--- config.mk ---
export PLATFORM = sky130hd
export DESIGN_NAME = pipeline_stage_elastic
export DESIGN_NICKNAME = d
export VERILOG_FILES = /design/src/rtl/pipeline_stage_elastic.sv
export SDC_FILE = /design/constraint.sdc
export NUM_CORES = 1
export LEC_CHECK = 0
export ABC_CLOCK_PERIOD_IN_PS = 3400
export BUFFER_PORTS_ARGS = -buffer_cell sky130_fd_sc_hd__buf_2
export CAP_MARGIN = 20
export CORE_UTILIZATION = 58
export CTS_CLUSTER_SIZE = 25
export DETAILED_ROUTE_END_ITERATION = 10
export PLACE_DENSITY_LB_ADDON = 0.15
export RECOVER_POWER = 50
export SLEW_MARGIN = 5
export SYNTH_ARGS = -nofsm -noshare
export SYNTH_HDL_FRONTEND = slang
export SYNTH_SLANG_ARGS = --single-unit
--- constraint.sdc ---
create_clock -name clk -period 3.4 [get_ports clk]
set_clock_uncertainty 0.15 [all_clocks]
set_input_delay 0.17 -clock clk [delete_from_list [all_inputs] [get_ports clk]]
set_output_delay 0.17 -clock clk [all_outputs]
set_load 0.02 [all_outputs]
--- src/rtl/pipeline_stage_elastic.sv ---
// Elastic pipeline stage: NCH channels of WIDTH bits, valid/ready with a 2-entry skid buffer,
// registered in_ready, flush to per-channel bubble values and a saturating back-pressure counter.
module pipeline_stage_elastic #(
   parameter int                   WIDTH       = 32,
   parameter int                   NCH         = 3,
   parameter logic [NCH*WIDTH-1:0] BUBBLE_VAL  = '0,
   parameter int                   STALL_CNT_W = 16
) (
   input  logic                   clk,
   input  logic                   resetn,
   input  logic                   flush,
   input  logic                   in_valid,
   output logic                   in_ready,
   input  logic [NCH*WIDTH-1:0]   in_data,
   output logic                   out_valid,
   input  logic                   out_ready,
   output logic [NCH*WIDTH-1:0]   out_data,
   output logic [1:0]             occupancy,
   output logic [STALL_CNT_W-1:0] stall_cnt
);

   // Handshake contract: a transfer happens on a rising edge where valid && ready are both high;
   // valid never depends on ready, and in_ready comes straight from a flop.
   typedef enum logic [1:0] {
      EMPTY = 2'd0,
      ONE   = 2'd1,
      FULL  = 2'd2
   } state_t;

   localparam logic [STALL_CNT_W-1:0] STALL_MAX = '1;

   state_t               state_q, state_d;
   logic [NCH*WIDTH-1:0] main_q, main_d;
   logic [NCH*WIDTH-1:0] skid_q, skid_d;
   logic                 acc, pop;

   assign acc       = in_valid && in_ready;
   assign pop       = out_valid && out_ready;
   assign out_valid = (state_q != EMPTY);
   assign out_data  = main_q;
   assign occupancy = state_q;

   always_comb begin
      state_d = state_q;
      main_d  = main_q;
      skid_d  = skid_q;
      if (flush) begin
         state_d = EMPTY;
         main_d  = BUBBLE_VAL;
      end else begin
         unique case (state_q)
            EMPTY: begin
               if (acc) begin
                  state_d = ONE;
                  main_d  = in_data;
               end
            end
            ONE: begin
               if (acc && !pop) begin
                  state_d = FULL;
                  skid_d  = in_data;
               end else if (acc && pop) begin
                  main_d  = in_data;
               end else if (pop) begin
                  // Leaving by pop restores the bubble so out_data is clean while idle.
                  state_d = EMPTY;
                  main_d  = BUBBLE_VAL;
               end
            end
            FULL: begin
               if (pop) begin
                  state_d = ONE;
                  main_d  = skid_q;
               end
            end
            default: begin
               state_d = EMPTY;
               main_d  = BUBBLE_VAL;
            end
         endcase
      end
   end

   always_ff @(posedge clk or negedge resetn) begin
      if (!resetn) begin
         state_q  <= EMPTY;
         main_q   <= BUBBLE_VAL;
         skid_q   <= BUBBLE_VAL;
         in_ready <= 1'b1;
      end else begin
         state_q  <= state_d;
         main_q   <= main_d;
         skid_q   <= skid_d;
         in_ready <= (state_d != FULL);
      end
   end

   always_ff @(posedge clk or negedge resetn) begin
      if (!resetn) begin
         stall_cnt <= '0;
      end else if (out_valid && !out_ready && !flush && (stall_cnt != STALL_MAX)) begin
         stall_cnt <= stall_cnt + 1'b1;
      end
   end

endmodule

==> impl_metrics.ini <==
[yosys]
synth-edff-count = 0
yosysWarnings = 0
synth_seq_area_share_pct = 59.5
synth_commonest_cells = dfrtp_1, a22oi_1, o2bb2ai_1, mux2_2, mux2_4
synth.area.top_cells = dfrtp_1, o2bb2ai_1, a22oi_1, mux2_2, mux2_4
syn_avg_cell_area_um2 = 14.1
syn-cell-area_um2 = 8880
yosys.area.top_type = dfrtp_1
yosysMostFrequentCell = dfrtp_1
synth_fp_nets = 730
ys_async_sr_fraction_pct = 100
synth.distinct_cells = 40
ys_seq_elements = 211
synth_top_area_share_pct = 59.2
ys.flop_type = dfrtp_1
syn_inst = 628

[grt]
grt_start_max_net_pins = 98
grt_pass1_vias = 7232
groute.usage.overall_pct = 29.3
antenna_found_initial = 0
grt_pass1_wl_um = 37100
grt.overflow.total = 0

[critical_path]
required_ps = 3610
crit_arrival_ps = 2620
cp-start-kind = flop
endpoint_kind = flop
worst-setup-path-type = reg -> reg
crit_fanout = 40

[floorplan]
die_area_um2 = 15800
die_y_um = 126
placementRows = 44
start_util_pct = 60.2
die_w_um = 126
ios = 217
core_um2 = 14800

[finish]
final_core_util_pct = 79.2
multi_input_area_um2 = 3350
fin_area_um2 = 11700
drive_gt1_share_pct = 28.8
syn_to_final_growth_pct = 31.7
antenna_cells = 0
register_area_um2 = 5280
finalNetCount = 1031
fill_cells = 905

[sta]
finalWorstSetupSlack_ps = 992
worstMarginPinSlew_ps = 1680
setup_violations = 0
min_period_ps = 2410
maxSlewViolCount = 67
totalNegativeSetupSlack_ps = 0
max_freq_ghz = 0.415
rsz0062_at_grt = no
post-route-period-util_pct = 70.8
maxSlewHeadroom_pct = -11.9
hold_violations = 0

[power_and_ir_drop]
total_power_mw = 6.94
power.density_nw_per_um2 = 594
max-vdd-ir-drop_mv = 0.374
total_leakage_power_nw = 5.49

[place]
post-dp-hpwl_um = 13200
io_buffers = 216
dpl_cell_area_um2 = 10100
gp_congestion = 0.830
preCtsSetupSlack_ps = 1010

[clock_tree]
cts_inserted_buffers = 22
clkLatencyLatePin_ps = 490
path_clk_slew_ps = 60
clockBufferDepth = 3
root_buffer = clkbuf_16
cts_tree = built
htreeDepth = 1
cts_sinks = 211

[route]
first_pass_iters = 5
vias = 6840
wire_per_inst_um = 20.5
ant_nets = 0
drc = 0
viasPerCell = 6.07
routed_wl_um = 23100
dr.first_iter.drc_count = 489

[hold_path]
hold_class = in -> reg

[run]
cap_violations = 1

[status]
status = finished, violations left
violations = capacitance limit, slew limit
==> path summary, 6_finish.rpt <==
check                                     to    startpoint  depth (start not counted)  slack [ps]
worst max-delay path              skid_q[53]  occupancy[0]                          5         990
worst min-delay path            occupancy[0]      in_valid                          5          80
worst max register to register    skid_q[53]  occupancy[0]                          5         990
worst min register to register  out_data[86]  out_data[86]                          1         340
max in group asynchronous         skid_q[48]        resetn                          3        1180
min in group asynchronous       stall_cnt[9]        resetn                          2         510
==> placed cells by master (no fill, tap or decap), drive strengths merged, types with 2 or more instances in the layout <==
| cell | instances |
|---|---|
| a21oi | 4 |
| a22oi | 97 |
| buf | 124 |
| bufinv | 2 |
| clkbuf | 138 |
| clkinv | 2 |
| clkinvlp | 2 |
| dfrtp | 210 |
| dlygate4sd3 | 99 |
| inv | 2 |
| mux2 | 98 |
| nand2 | 10 |
| nand3 | 5 |
| nand4 | 6 |
| nor2 | 4 |
| nor2b | 2 |
| nor3 | 6 |
| nor4 | 7 |
| o2bb2ai | 96 |
| or2 | 2 |
| xor2 | 13 |
==> metal layers <==
| layer | wire length (um) | part of all wire (%) | global-route usage, % |
|---|---|---|---|
| met5 | 0 | 0 | 0 |
| met2 | 11300 | 49 | 48.6 |
| met3 | 1480 | 6.4 | 5.69 |
| met1 | 9360 | 41 | 37.2 |
| met4 | 942 | 4.1 | 13.8 |
==> cells by family (layout without fill, tap and decap cells) <==
group / after synthesis / count (layout) / share of synthesized area [%]
compound gates: 200 / 200 / 18.2
xor+xnor: 14 / 14 / 1.38
fa+ha+maj: 1 / 1 / 0.141
buf+inv: 55 / 369 / 3.16
flops: 211 / 211 / 59.5
mux: 98 / 98 / 14.1
simple gates: 49 / 49 / 3.45
==> worst max-delay path: stages, from the launching register on <==
cell and delay, ps:
dfrtp_1 490, nor2b_2 220, and2b_1 210, nand2_4 460, buf_4 340, mux2_2 370
==> power breakdown <==
part | switching (mW) | internal [mW]
Clock | 0.936 | 1.47
Sequential | 0.299 | 2.98
Combinational | 0.621 | 0.638
==> layout make-up <==
class                   instances  share of cell area, %
clock inverters                 6                  0.728
repair buffers                330                   17.9
well taps                     184                   1.97
multi-input cells             362                   28.6
flip-flops and latches        211                   45.2
clock buffers                  31                   5.52
inverters                       2                 0.0642
==> what timing repair did <==
action / CTS / global route
setup buffers: 0 / 0
hold buffers: 99 / 0
endpoints found under the hold margin: 258 / 0
resized for setup: 0 / 0
==> sequential cells by signal, indices dropped and copies added, names as in the netlist <==
signal     cells
in_ready       1
out_data      96
stall_cnt     16
skid_q        96
occupancy      2
==> metrics by stage <==
stage / std cells / hold WS (ps)
finish: 1126 / 75.1
global placement: 990 / 46.1
CTS: 1126 / 58.7
global route: 1126 / 61.3
floorplan: 628 / -276
detailed placement: 990 / 56.8
Note: power is estimated with default switching activity, not from simulation.
